File: config.mk
export PLATFORM = sky130hd
export DESIGN_NAME = el2_lsu_dccm_rmw_ctl_flat
export DESIGN_NICKNAME = d
export VERILOG_FILES = /design/src/rtl/el2_lsu_dccm_rmw_ctl_if.sv /design/src/rtl/el2_lsu_dccm_rmw_ctl.sv /design/src/flat_wrapper.sv
export SDC_FILE = /design/constraint.sdc
export NUM_CORES = 1
export LEC_CHECK = 0
export BUFFER_PORTS_ARGS = -buffer_cell sky130_fd_sc_hd__buf_2
export CAP_MARGIN = 20
export CORE_ASPECT_RATIO = 0.7
export CORE_UTILIZATION = 52
export CTS_CLUSTER_SIZE = 30
export DETAILED_ROUTE_END_ITERATION = 16
export GPL_TIMING_DRIVEN = 0
export PLACE_DENSITY = 0.81
export SLEW_MARGIN = 20
export SYNTH_ARGS = -nofsm -noshare
export SYNTH_HDL_FRONTEND = slang
export SYNTH_SLANG_ARGS = --single-unit
File: constraint.sdc
create_clock -name clk -period 3.3 [get_ports clk]
set_input_delay 0.33 -clock clk [delete_from_list [all_inputs] [get_ports clk]]
set_output_delay 0.33 -clock clk [all_outputs]
set_load 0.01 [all_outputs]
File: src/rtl/el2_lsu_dccm_rmw_ctl_if.sv
// el2_lsu_dccm_rmw_ctl_if: LSU request/response and DCCM lo-port bundle.
// master is the LSU/array side, slave is the sequencer.
interface el2_lsu_dccm_rmw_ctl_if #(
   parameter int DCCM_BITS        = 16,
   parameter int DCCM_FDATA_WIDTH = 39
);
   logic                        req_valid, req_ready, req_wr, req_err, rsp_valid;
   logic                        dccm_rden, dccm_wren;
   logic [DCCM_BITS-1:0]        req_addr, dccm_rd_addr_lo, dccm_wr_addr_lo;
   logic [1:0]                  req_size;
   logic [31:0]                 req_wdata, rsp_data;
   logic [DCCM_FDATA_WIDTH-1:0] dccm_rd_data_lo, dccm_wr_data_lo;
   modport master (
      output req_valid, req_wr, req_addr, req_size, req_wdata, dccm_rd_data_lo,
      input  req_ready, req_err, rsp_valid, rsp_data, dccm_rden, dccm_rd_addr_lo,
             dccm_wren, dccm_wr_addr_lo, dccm_wr_data_lo
   );
   modport slave (
      input  req_valid, req_wr, req_addr, req_size, req_wdata, dccm_rd_data_lo,
      output req_ready, req_err, rsp_valid, rsp_data, dccm_rden, dccm_rd_addr_lo,
             dccm_wren, dccm_wr_addr_lo, dccm_wr_data_lo
   );
endinterface

File: src/rtl/el2_lsu_dccm_rmw_ctl.sv
// el2_lsu_dccm_rmw_ctl: DCCM sequencer; direct word access, read-modify-write for sub-word stores.
// All DCCM-side outputs are registered; rsp_data passes the array read data through.
module el2_lsu_dccm_rmw_ctl #(
   parameter int DCCM_BITS        = 16,
   parameter int DCCM_FDATA_WIDTH = 39
) (
   input logic                   clk,
   input logic                   rst_l,
   el2_lsu_dccm_rmw_ctl_if.slave bus
);
   typedef enum logic [1:0] {IDLE, RMW_RD, RMW_MRG} state_t;
   state_t                      r_state;
   logic                        r_rden, r_wren, r_rd_ld, r_rsp_valid, r_err;
   logic [DCCM_BITS-1:0]        r_rd_addr, r_wr_addr;
   logic [DCCM_FDATA_WIDTH-1:0] r_wr_data;
   logic [3:0]                  r_be;
   logic [31:0]                 r_lane_data;
   logic                        w_accept, w_bad;
   logic [DCCM_BITS-1:0]        w_waddr;
   logic [31:0]                 w_lane_mask, w_merged;

   function automatic logic [6:0] ecc_encode(input logic [31:0] d);
      logic [5:0] p;
      p = {^(d & 32'hFC00_0000), ^(d & 32'h03FF_F800), ^(d & 32'h03FC_07F0),
           ^(d & 32'hE3C3_C78E), ^(d & 32'h9B33_366D), ^(d & 32'h56AA_AD5B)};
      return {^{d, p}, p};
   endfunction

   assign bus.req_ready       = rst_l & (r_state == IDLE);
   assign w_accept            = bus.req_valid & bus.req_ready;
   assign w_bad               = (bus.req_size == 2'd3) | ((bus.req_size == 2'd1) & bus.req_addr[0]) |
                                ((bus.req_size == 2'd2) & |bus.req_addr[1:0]);
   assign w_waddr             = {bus.req_addr[DCCM_BITS-1:2], 2'b00};
   assign w_lane_mask         = {{8{r_be[3]}}, {8{r_be[2]}}, {8{r_be[1]}}, {8{r_be[0]}}};
   // old ECC is dropped: merge raw data and re-encode
   assign w_merged            = (bus.dccm_rd_data_lo[31:0] & ~w_lane_mask) | (r_lane_data & w_lane_mask);
   assign bus.req_err         = r_err;
   assign bus.rsp_valid       = r_rsp_valid;
   assign bus.rsp_data        = r_rsp_valid ? bus.dccm_rd_data_lo[31:0] : 32'h0;
   assign bus.dccm_rden       = r_rden;
   assign bus.dccm_rd_addr_lo = r_rd_addr;
   assign bus.dccm_wren       = r_wren;
   assign bus.dccm_wr_addr_lo = r_wr_addr;
   assign bus.dccm_wr_data_lo = r_wr_data;

   always_ff @(posedge clk or negedge rst_l) begin
      if (!rst_l) begin
         r_state     <= IDLE;
         r_rden      <= 1'b0;
         r_wren      <= 1'b0;
         r_rd_ld     <= 1'b0;
         r_rsp_valid <= 1'b0;
         r_err       <= 1'b0;
         r_rd_addr   <= '0;
         r_wr_addr   <= '0;
         r_wr_data   <= '0;
         r_be        <= '0;
         r_lane_data <= '0;
      end else begin
         r_rden      <= 1'b0;
         r_wren      <= 1'b0;
         r_err       <= 1'b0;
         r_rd_ld     <= 1'b0;
         r_rsp_valid <= r_rden & r_rd_ld;
         if (r_state == RMW_RD) begin
            r_state <= RMW_MRG;
         end else if (r_state == RMW_MRG) begin
            r_state   <= IDLE;
            r_wren    <= 1'b1;
            r_wr_addr <= r_rd_addr;
            r_wr_data <= {ecc_encode(w_merged), w_merged};
         end else if (w_accept) begin
            if (w_bad) begin
               r_err <= 1'b1;
            end else if (!bus.req_wr) begin
               r_rden    <= 1'b1;
               r_rd_ld   <= 1'b1;
               r_rd_addr <= w_waddr;
            end else if (bus.req_size == 2'd2) begin
               r_wren    <= 1'b1;
               r_wr_addr <= w_waddr;
               r_wr_data <= {ecc_encode(bus.req_wdata), bus.req_wdata};
            end else begin
               r_state     <= RMW_RD;
               r_rden      <= 1'b1;
               r_rd_addr   <= w_waddr;
               r_be        <= (bus.req_size[0] ? 4'b0011 : 4'b0001) << bus.req_addr[1:0];
               r_lane_data <= bus.req_size[0] ? {2{bus.req_wdata[15:0]}} : {4{bus.req_wdata[7:0]}};
            end
         end
      end
   end
endmodule

File: src/flat_wrapper.sv
// flat-port wrapper written by rule: the top's interface ports become plain ports
module el2_lsu_dccm_rmw_ctl_flat 
#(
   parameter int DCCM_BITS        = 16,
   parameter int DCCM_FDATA_WIDTH = 39
)
  (clk, rst_l, bus_req_valid, bus_req_wr, bus_req_addr, bus_req_size, bus_req_wdata, bus_dccm_rd_data_lo, bus_req_ready, bus_req_err, bus_rsp_valid, bus_rsp_data, bus_dccm_rden, bus_dccm_rd_addr_lo, bus_dccm_wren, bus_dccm_wr_addr_lo, bus_dccm_wr_data_lo);
  el2_lsu_dccm_rmw_ctl_if #(.DCCM_BITS(DCCM_BITS), .DCCM_FDATA_WIDTH(DCCM_FDATA_WIDTH)) bus_i ();
  input logic clk;
  input logic rst_l;
  input wire logic [$bits(bus_i.req_valid)-1:0] bus_req_valid;
  input wire logic [$bits(bus_i.req_wr)-1:0] bus_req_wr;
  input wire logic [$bits(bus_i.req_addr)-1:0] bus_req_addr;
  input wire logic [$bits(bus_i.req_size)-1:0] bus_req_size;
  input wire logic [$bits(bus_i.req_wdata)-1:0] bus_req_wdata;
  input wire logic [$bits(bus_i.dccm_rd_data_lo)-1:0] bus_dccm_rd_data_lo;
  output wire logic [$bits(bus_i.req_ready)-1:0] bus_req_ready;
  output wire logic [$bits(bus_i.req_err)-1:0] bus_req_err;
  output wire logic [$bits(bus_i.rsp_valid)-1:0] bus_rsp_valid;
  output wire logic [$bits(bus_i.rsp_data)-1:0] bus_rsp_data;
  output wire logic [$bits(bus_i.dccm_rden)-1:0] bus_dccm_rden;
  output wire logic [$bits(bus_i.dccm_rd_addr_lo)-1:0] bus_dccm_rd_addr_lo;
  output wire logic [$bits(bus_i.dccm_wren)-1:0] bus_dccm_wren;
  output wire logic [$bits(bus_i.dccm_wr_addr_lo)-1:0] bus_dccm_wr_addr_lo;
  output wire logic [$bits(bus_i.dccm_wr_data_lo)-1:0] bus_dccm_wr_data_lo;
  assign bus_i.req_valid = bus_req_valid;
  assign bus_i.req_wr = bus_req_wr;
  assign bus_i.req_addr = bus_req_addr;
  assign bus_i.req_size = bus_req_size;
  assign bus_i.req_wdata = bus_req_wdata;
  assign bus_i.dccm_rd_data_lo = bus_dccm_rd_data_lo;
  assign bus_req_ready = bus_i.req_ready;
  assign bus_req_err = bus_i.req_err;
  assign bus_rsp_valid = bus_i.rsp_valid;
  assign bus_rsp_data = bus_i.rsp_data;
  assign bus_dccm_rden = bus_i.dccm_rden;
  assign bus_dccm_rd_addr_lo = bus_i.dccm_rd_addr_lo;
  assign bus_dccm_wren = bus_i.dccm_wren;
  assign bus_dccm_wr_addr_lo = bus_i.dccm_wr_addr_lo;
  assign bus_dccm_wr_data_lo = bus_i.dccm_wr_data_lo;
  el2_lsu_dccm_rmw_ctl #(.DCCM_BITS(DCCM_BITS), .DCCM_FDATA_WIDTH(DCCM_FDATA_WIDTH)) u_core (.clk(clk), .rst_l(rst_l), .bus(bus_i));
endmodule
Yosys cells after proc, flatten, opt, wreduce, memory -nomap -nowiden
Cells that the tools add are included.
{"block": "totals", "in_bits": 93, "output_inout_bits": 108, "register_bits": 114, "wordCells": 103}
{"block": "op_classes", "muxes": 42, "eq_ne": 9, "n_shift": 1, "reduce_logical": 25, "bitwise": 15}
{"cell": "$reduce_xor A32 Y1", "count": 12}
{"cell": "$mux W39", "count": 5}
{"cell": "$mux W16", "count": 7}
{"cell": "$reduce_xor A38 Y1", "count": 2}
{"cell": "$and A32 B32 Y32", "count": 2}
{"cell": "$mux W32", "count": 2}
{"cell": "$not A32 Y32", "count": 1}
{"cell": "$or A32 B32 Y32", "count": 1}
{"cell": "$mux W1", "count": 21}
{"cell": "$mux W2", "count": 7}
{"cell": "$reduce_and A5 Y1", "count": 2}
{"cell": "$eq A2 B2 Y1 const B", "count": 3}
{"cell": "$reduce_and A6 Y1", "count": 1}
{"cell": "$reduce_bool A2 Y1", "count": 3}
{"cell": "$reduce_bool A3 Y1", "count": 2}
{"cell": "$and A1 B1 Y1", "count": 5}
{"cell": "$eq A2 B1 Y1 const B", "count": 2}
{"cell": "$ne A2 B2 Y1 const B", "count": 2}
{"cell": "$not A1 Y1", "count": 4}
{"cell": "$reduce_and A4 Y1", "count": 1}
{"cell": "$shl A4 B2 Y4", "count": 1}
{"cell": "$ne A3 B1 Y1 const B", "count": 1}
{"cell": "$ne A3 B3 Y1 const B", "count": 1}
{"cell": "$logic_not A2 Y1", "count": 1}
{"cell": "2 further kinds", "count": 3}

Depth between registers and ports, before layout
Gate-level depths: netlist of the first run.
{"block": "logic_depth", "word_depth": 8, "mapped_depth": 12, "depth_no_buf": 9}

Worst setup path before layout of the first run
OpenSTA, ideal clock, no wires.
{"block": "synth_timing", "path_kind": "reg2reg", "from": "reg u_core.r_lane_data[26]", "to": "reg u_core.r_wr_data[38], in the netlist u_core.bus.dccm_wr_data_lo[38]", "slack_ns": 0.951, "arrival_time_ns": 2.223, "path_stages_with_launch": 9, "path_buffers": 1, "t_required_ns": 3.174, "setup_ns": 0.126, "cell_sequence": "dfrtp_1 -> buf_6 -> xor2_1 -> mux2i_4 -> xor2_1 -> xnor3_1 -> xor3_1 -> xnor3_1 -> o21ai_1"}
{"block": "synth_via", "elab_chain_cells": 5, "elab_cells_between_ends": 6, "cone_classes": "mux: 1; bitwise: 2; reduce/logical: 3"}
{"item": "start, declared", "line": "el2_lsu_dccm_rmw_ctl.sv:17", "rtl": "logic [31:0] r_lane_data;"}
{"item": "start signal, assigned", "line": "el2_lsu_dccm_rmw_ctl.sv:88", "rtl": "r_lane_data <= bus.req_size[0] ? {2{bus.req_wdata[15:0]}} : {4{bus.req_wdata[7:0]}};"}
{"item": "$and A32 B32 Y32 (*)", "line": "el2_lsu_dccm_rmw_ctl.sv:36", "rtl": "assign w_merged = (bus.dccm_rd_data_lo[31:0] & ~w_lane_mask) | (r_lane_data & w_lane_mask);"}
{"item": "$or A32 B32 Y32 (*)", "line": "el2_lsu_dccm_rmw_ctl.sv:36"}
{"item": "$reduce_xor A32 Y1, on equally long branches", "line": "el2_lsu_dccm_rmw_ctl.sv:25, el2_lsu_dccm_rmw_ctl.sv:24"}
{"item": "$reduce_xor A38 Y1 (*)", "line": "el2_lsu_dccm_rmw_ctl.sv:26", "rtl": "return {^{d, p}, p};"}
{"item": "$mux W39 (*)", "line": "el2_lsu_dccm_rmw_ctl.sv:67", "rtl": "end else if (r_state == RMW_MRG) begin"}
{"item": "end signal, assigned", "line": "el2_lsu_dccm_rmw_ctl.sv:71", "rtl": "r_wr_data <= {ecc_encode(w_merged), w_merged};"}
{"item": "end signal, assigned", "line": "el2_lsu_dccm_rmw_ctl.sv:82", "rtl": "r_wr_data <= {ecc_encode(bus.req_wdata), bus.req_wdata};"}
{"item": "end, declared", "line": "el2_lsu_dccm_rmw_ctl.sv:15", "rtl": "logic [DCCM_FDATA_WIDTH-1:0] r_wr_data;"}
Mark *: on every way between the ends. The rest lies on a longest branch, timed or not.
A chain may end at the register's enable or synchronous reset.

Worst setup path in the final report of the first run
{"block": "layout_timing", "from": "in rst_l", "to": "reg u_core.r_wr_addr[4], in the netlist u_core.bus.dccm_wr_addr_lo[4]"}
{"block": "layout_via", "elab_chain_cells": 4}
{"item": "start, declared", "line": "flat_wrapper.sv:10", "rtl": "input logic rst_l;"}
{"item": "$and A1 B1 Y1", "line": "el2_lsu_dccm_rmw_ctl.sv:29", "rtl": "assign bus.req_ready = rst_l & (r_state == IDLE);"}
{"item": "$and A1 B1 Y1", "line": "el2_lsu_dccm_rmw_ctl.sv:30", "rtl": "assign w_accept = bus.req_valid & bus.req_ready;"}
{"item": "$reduce_bool A2 Y1 (no source line)"}
{"item": "$reduce_and A5 Y1 (no source line)"}
{"item": "end signal, assigned", "line": "el2_lsu_dccm_rmw_ctl.sv:70", "rtl": "r_wr_addr <= r_rd_addr;"}
{"item": "end signal, assigned", "line": "el2_lsu_dccm_rmw_ctl.sv:81", "rtl": "r_wr_addr <= w_waddr;"}
{"item": "end, declared", "line": "el2_lsu_dccm_rmw_ctl.sv:14", "rtl": "logic [DCCM_BITS-1:0] r_rd_addr, r_wr_addr;"}
Every way passes these cells.

==> out/qor.csv, run 1 <==
metric,value,unit
vias per inst,5.451,
Die Area,12440,um2
Final Cycle Share,92.05,%
Critical Path RT,3560,ps
vias in the first global route,5065,
Post-synth top cells,"dfrtp_1 (94), nand2_1 (93), o21ai_0 (87)",
clk_lat worst skew,350,ps
Rows,33,
dpl hpwl,14980,um
routability congestion estimate,0.9675,
DRT Pass-1 Iters,5,
CP endpoint kind,register,
kind of cell adding the most delay to the critical path,buffers and inverters,
share of cells above drive strength 1,30.01,%
number of max-cap violations,0,
commonest register cell after synthesis,dfrtp_1,
most common cell in the netlist,dfrtp_1,
unrepaired setup endpoints after global routing,no,
Layout Skew,10.05,ps
CTS buffer count,9,
outcome,finished clean,
CP startpoint,rst_l,
TritonCTS clock tree,built,
Crit Path Class,input pin to register,
clock-pin slew on the worst setup and hold paths,70,ps
static leakage,3.775,nW
placed insts,992,
critical path arrival,3300,ps
Layout area overhead,24.22,%
clk sinks,94,
Routed Antenna Nets,0,
first-pass GRT wire length,28280,um
Clock Path Buffers,2,
total wire length,18790,um
Post-Syn Area per Cell,9.711,um2
Final Hold Violating Endpoints,0,
sequential element share of the synthesized area,37.73,%
hold_sp,bus_req_wr,
Most common cell on crit path,clkbuf_1,
Max-Slew Margin vs Limit,42.10,%
Design Power,9.044,mW
fin nets,944,
"Setup violations, final",0,
Critical Path Source Type,input pin,
"FFs w/ async S/R, synth",100.0,%
buffers plus inverters on the worst setup path,6,
CORE AREA,11690,um2
Synth cell types,37,
via count,5506,
"area leader, netlist",dfrtp_1,
worst slack at placement,140.2,ps
largest net degree at the start of global routing,61,
# port buffers,189,
PD cells,1168,nW/um2
min cycle time layout,3038,ps
Syn Std Cell Area,6235,um2
number of synthesized register bits,94,
wire per inst,18.60,um
Worst VDD drop,854.4,uV
top cell type's share of synthesized area,37.73,%
worst-margin pin slew,868.4,ps
GRT Resource Usage Total,30.68,%
dominant cells by area after synthesis,"dfrtp_1 (38%), mux2i_1 (11%), xnor2_1 (11%)",
drt first-iter violations,452,
CTS Root Cell,clkbuf_16,
DR DRC count,0,
global route total overflow,0,
crit-path cells,dlygate4sd3_1 > buf_6 > buf_16 > and2_1 > nand2_1 > nor2b_2 > a21oi_1 > or2_1 > clkbuf_1 > clkbuf_1 > clkbuf_1 > nand2_1 > o21ai_0,
crit-path max cell delay,550,ps
Fill cells,955,
"Slew Viols, Final",0,
RR Startpoint,u_core.r_state[0]$_DFFE_PN0P_,
Worst path slowest cell,dlygate4sd3_1,
Chip Width,132.9,um
Max Freq,0.3292,GHz
Setup WS post-layout,262.3,ps
crit path max fanout,60,
Initial Util,53.36,%
Yosys warnings,0,
Die H,93.62,um
# diodes,0,
Layout Cells excl Fill,1010,
Syn Inst Count,642,
number of flops mapped to enable cells by yosys,0,
H-tree Lvls,3,
antenna violations before repair,0,
io pins,201,
Worst Hold Class,input pin to register,
## worst register-to-register path, stage by stage, from the launching register on
cell	delay, ps
dfrtp_1	380
inv_1	70
ha_1	220
and2_1	160
nand2_1	140
nor2b_2	90
a21oi_1	110
or2_1	100
clkbuf_1	280
clkbuf_1	420
clkbuf_1	430
nand2_1	120
o21ai_0	100
## through the flow
step                      area [um2]  hold WS [ps]  util (%)  TNS [ps]
after CTS                       7741         193.3     66.25         0
final                           7745         211.8     66.28         0
after global routing            7745         206.4     66.28         0
after floorplan                 6246         34.41         -         0
after detailed placement        7422         250.6     63.52         0
after global placement          7388         432.0     63.23    -55440
## state kept, by name (all words and copies together), names as in the netlist
| name | count |
|---|---|
| u_core.r_state | 2 |
| u_core.bus.dccm_wr_data_lo | 39 |
| u_core.r_be | 4 |
| u_core.bus.dccm_rden | 1 |
| u_core.r_lane_data | 16 |
| u_core.bus.dccm_wr_addr_lo | 14 |
| u_core.bus.dccm_wren | 1 |
| u_core.r_rd_ld | 1 |
| u_core.bus.req_err | 1 |
| u_core.bus.dccm_rd_addr_lo | 14 |
| u_core.bus.rsp_valid | 1 |
## layer usage
layer,share of wire [%],up-vias,track usage [%]
li1,-,2553,-
met1,46,2631,44.90
met2,41,301,43.46
met3,12,21,10.08
met4,1.3,0,6.801
met5,0,-,0
## report_power, final
part / switching (mW) / internal, mW / leakage, nW
sequential: 0.377 / 1.70 / 1.17
combinational: 2.92 / 3.02 / 2.47
clock: 0.503 / 0.529 / 0.136
total: 3.80 / 5.24 / 3.77
## layout make-up
cell class	count	area, um2	share of cell area (%)
Multi-Input combinational cell	501	3652	47.16
Sequential cell	94	2352	30.37
Buffer	45	226.5	2.924
Timing Repair Buffer	192	1010	13.04
Clock buffer	9	225.2	2.908
Tap cell	157	196.4	2.536
Clock inverter	7	63.81	0.8239
Inverter	5	18.77	0.2423
## kinds of logic (layout without fill, tap and decap cells)
group	count (synthesis)	in the layout	synth area share, %
and+or+nand+nor	154	154	10.96
muxes	97	97	16.52
adders and majority gates	3	3	0.6021
other	1	4	0.06015
xor gates and xnor gates	135	135	21.35
buffers and inverters	50	258	3.913
AOI/OAI and AO/OA	108	108	8.870
DFF	94	94	37.73
## layout by cell type, fill, tap and decap left out, drive strengths merged
cell type and instances:
a21oi 15, a32oi 1, and2 35, buf 208
clkbuf 37, clkinv 1, clkinvlp 2, conb 4
dfrtp 94, dlygate4sd3 1, ha 3, inv 9
mux2 24, mux2i 73, nand2 93, nand2b 2
nand3 1, nand3b 1, nor2 19, nor2b 1
nor4 1, o21a 1, o21ai 88, o22ai 1
o31ai 2, or2 1, xnor2 80, xnor3 8
xor2 46, xor3 1
## repair_timing
action,4_1_cts,5_1_grt
resized for setup,0,3
hold endpoints to repair,35,0
buffers inserted,0,0
setup endpoints to repair,0,13
hold buffers,2,0
## worst paths after layout
| check | to | slack, ps | cells past startpoint |
|---|---|---|---|
| setup reg to reg | u_core.bus.dccm_wr_addr_lo[4]$_DFFE_PN0P_ | 570 | 12 |
| hold reg to reg | u_core.bus.rsp_valid$_DFF_PN0_ | 470 | 1 |
| min in group asynchronous | u_core.bus.dccm_wr_addr_lo[13]$_DFFE_PN0P_ | 490 | 3 |
| setup / recovery | u_core.bus.dccm_wr_addr_lo[4]$_DFFE_PN0P_ | 260 | 13 |
| max in group asynchronous | u_core.r_lane_data[24]$_DFFE_PN0P_ | 2510 | 3 |
| hold / removal | u_core.r_rd_ld$_DFF_PN0_ | 210 | 2 |
Power figures use the tool's default switching activity.
==> run 2: changes to the inputs <==
--- a/config.mk
+++ b/config.mk
@@ -5,7 +5,7 @@
 export SDC_FILE = /design/constraint.sdc
 export NUM_CORES = 1
 export LEC_CHECK = 0
-export BUFFER_PORTS_ARGS = -buffer_cell sky130_fd_sc_hd__buf_2
+export BUFFER_PORTS_ARGS = -buffer_cell sky130_fd_sc_hd__clkbuf_2
 export CAP_MARGIN = 20
 export CORE_ASPECT_RATIO = 0.7
 export CORE_UTILIZATION = 52
==> out/qor.csv, run 2 (synthesis results as in run 1) <==
metric,value,unit,change
# diodes,0,,unchanged
CP endpoint kind,register,,unchanged
number of max-cap violations,0,,unchanged
most frequent cells in the layout,"clkbuf_2 (189), dfrtp_1 (94), nand2_1 (93)",,"was buf_2 (194), dfrtp_1 (94), nand2_1 (93)"
PD cells,1176,nW/um2,was 1168 nW/um2
clk_lat worst skew,350,ps,about the same
final core utilization,66.42,%,was 66.28%
Max-Slew Margin vs Limit,44.24,%,was 42.10%
global route total overflow,0,,unchanged
Chip Width,132.9,um,unchanged
setup bufs post-CTS,0,,unchanged
number of flip-flops in the largest register,39,,unchanged
Most common cell on crit path,clkbuf_1,,unchanged
vias per inst,5.422,,was 5.451
"Slew Viols, Final",0,,unchanged
via count,5476,,was 5506
min cycle time layout,3098,ps,was 3038 ps
dpl hpwl,15040,um,was 14980 um
Max Freq,0.3228,GHz,was 0.3292 GHz
Initial Util,53.36,%,unchanged
crit path max fanout,60,,unchanged
crit-path cells,dlygate4sd3_1 > clkbuf_8 > buf_16 > and2_1 > nand2_1 > nor2b_1 > a21oi_1 > or2_1 > clkbuf_1 > clkbuf_1 > clkbuf_1 > nand2_1 > o21ai_0,,was dlygate4sd3_1 > buf_6 > buf_16 > and2_1 > nand2_1 > nor2b_2 > a21oi_1 > or2_1 > clkbuf_1 > clkbuf_1 > clkbuf_1 > nand2_1 > o21ai_0
vias in the first global route,4937,,was 5065
fin nets,944,,unchanged
# port buffers,189,,unchanged
Reg-to-Reg End,u_core.bus.dccm_wr_data_lo[28]$_DFFE_PN0P_,,was u_core.bus.dccm_wr_addr_lo[4]$_DFFE_PN0P_
Hold Crit Endpoint,u_core.r_rd_ld$_DFF_PN0_,,unchanged
drt first-iter violations,416,,was 452
FF-to-FF path depth,12,,unchanged
critical path arrival,3310,ps,was 3300 ps
Worst Hold Class,input pin to register,,unchanged
Layout area overhead,24.48,%,was 24.22%
clk sinks,94,,unchanged
Setup WS post-layout,202.2,ps,was 262.3 ps
Critical Path Source Type,input pin,,unchanged
worst-margin pin slew,836.3,ps,was 868.4 ps
met3 usage,10.30,%,was 10.08%
Critical Path RT,3510,ps,was 3560 ps
total wire length,18550,um,was 18790 um
outcome,finished clean,,unchanged
share of cells above drive strength 1,29.89,%,was 30.01%
RR Startpoint,u_core.r_state[0]$_DFFE_PN0P_,,unchanged
Design Power,9.126,mW,was 9.044 mW
grt met2 use,43.54,%,was 43.46%
io pins,201,,unchanged
hold_sp,bus_req_wr,,unchanged
"commonest non-fill, non-tap cell in the layout",clkbuf_2,,was buf_2
Fill cells,983,,was 955
Die Area,12440,um2,unchanged
unrepaired setup endpoints after global routing,yes,,was no
routability congestion estimate,0.9479,,was 0.9675
Final Cycle Share,93.87,%,was 92.05%
worst slack at placement,126.9,ps,was 140.2 ps
GR Util met1,44.85,%,was 44.90%
Final Hold Violating Endpoints,0,,unchanged
static leakage,3.757,nW,was 3.775 nW
largest net degree at the start of global routing,61,,unchanged
Clock Path Buffers,2,,unchanged
setup TNS,0,ps,unchanged
Rows,33,,unchanged
DRT Pass-1 Iters,5,,unchanged
"Setup violations, final",0,,unchanged
hold depth,2,,unchanged
H-tree Lvls,3,,unchanged
first-pass GRT wire length,28020,um,was 28280 um
clock-pin slew on the worst setup and hold paths,70,ps,about the same
DR DRC count,0,,unchanged
antenna violations before repair,0,,unchanged
reg2reg setup slack,550,ps,was 570 ps
CTS buffer count,9,,unchanged
crit-path max cell delay,540,ps,was 550 ps
Hold Slack,218.4,ps,was 211.8 ps
Worst path slowest cell,dlygate4sd3_1,,unchanged
Layout Skew,9.113,ps,was 10.05 ps
Crit Path Class,input pin to register,,unchanged
TritonCTS clock tree,built,,unchanged
CTS Root Cell,clkbuf_16,,unchanged
Worst VDD drop,890.6,uV,was 854.4 uV
Routed Antenna Nets,0,,unchanged
GRT Resource Usage Total,30.60,%,was 30.68%
most congested layer reported by global routing,met1,,unchanged
Die H,93.62,um,unchanged
wire per inst,18.37,um,was 18.60 um
CORE AREA,11690,um2,unchanged
[run 2: worst max-delay path by stage]
| stage | slack, ps | start | endpoint |
|---|---|---|---|
| 5_1_grt | -30 | rst_l | u_core.bus.dccm_wr_data_lo[30]$_DFFE_PN0P_ |
| 3_3_place_gp | -1050 | rst_l | u_core.bus.dccm_wr_data_lo[16]$_DFFE_PN0P_ |
| 6_report | 200 | rst_l | u_core.bus.dccm_wr_data_lo[31]$_DFFE_PN0P_ |
| 3_5_place_dp | 130 | rst_l | u_core.bus.dccm_wr_data_lo[18]$_DFFE_PN0P_ |
| 4_1_cts | 150 | rst_l | u_core.bus.dccm_wr_data_lo[14]$_DFFE_PN0P_ |
| 2_1_floorplan | 950 | u_core.r_lane_data[26]$_DFFE_PN0P_ | u_core.bus.dccm_wr_data_lo[38]$_DFFE_PN0P_ |
[run 2: area by class of cell]
type / count / area (um2) / area share (%)
tap: 157 / 196.4 / 2.531
clock inverter: 7 / 80.08 / 1.032
inverter: 5 / 18.77 / 0.2418
buffer: 45 / 226.5 / 2.918
clock buffer: 9 / 225.2 / 2.902
multi-input combinational: 501 / 3650 / 47.03
sequential: 94 / 2352 / 30.31
timing repair buffer: 192 / 1012 / 13.04
[run 2: where the power goes]
| part | total [mW] | leakage [nW] | switching [mW] | internal [mW] |
|---|---|---|---|---|
| clock | 1.07 | 0.143 | 0.474 | 0.595 |
| sequential | 2.09 | 1.17 | 0.392 | 1.70 |
| combinational | 5.97 | 2.45 | 2.98 | 2.99 |
[run 2: worst max-delay path: cells and delay by family]
kind	cells	cell delay, ps
buf+inv	6	1740
simple gates	5	990
compound gates	2	200
[run 2: metrics by stage]
step                cells  area (um2)
floorplan             645        6246
global placement      991        7388
detailed placement    992        7425
CTS                  1010        7760
global route         1010        7761
finish               1010        7761
[run 2: routing by layer]
| layer | wire length, um | up-vias |
|---|---|---|
| met4 | 175 | 0 |
| met5 | 0 | - |
| met3 | 2129 | 17 |
| met1 | 8533 | 2626 |
| li1 | - | 2543 |
| met2 | 7711 | 290 |
[run 2: what timing repair did]
item | 4_1_cts | 5_1_grt
endpoints found under the setup margin | 0 | 16
hold endpoints to repair | 35 | 0
hold buffers | 2 | 0
gates resized for setup | 0 | 3
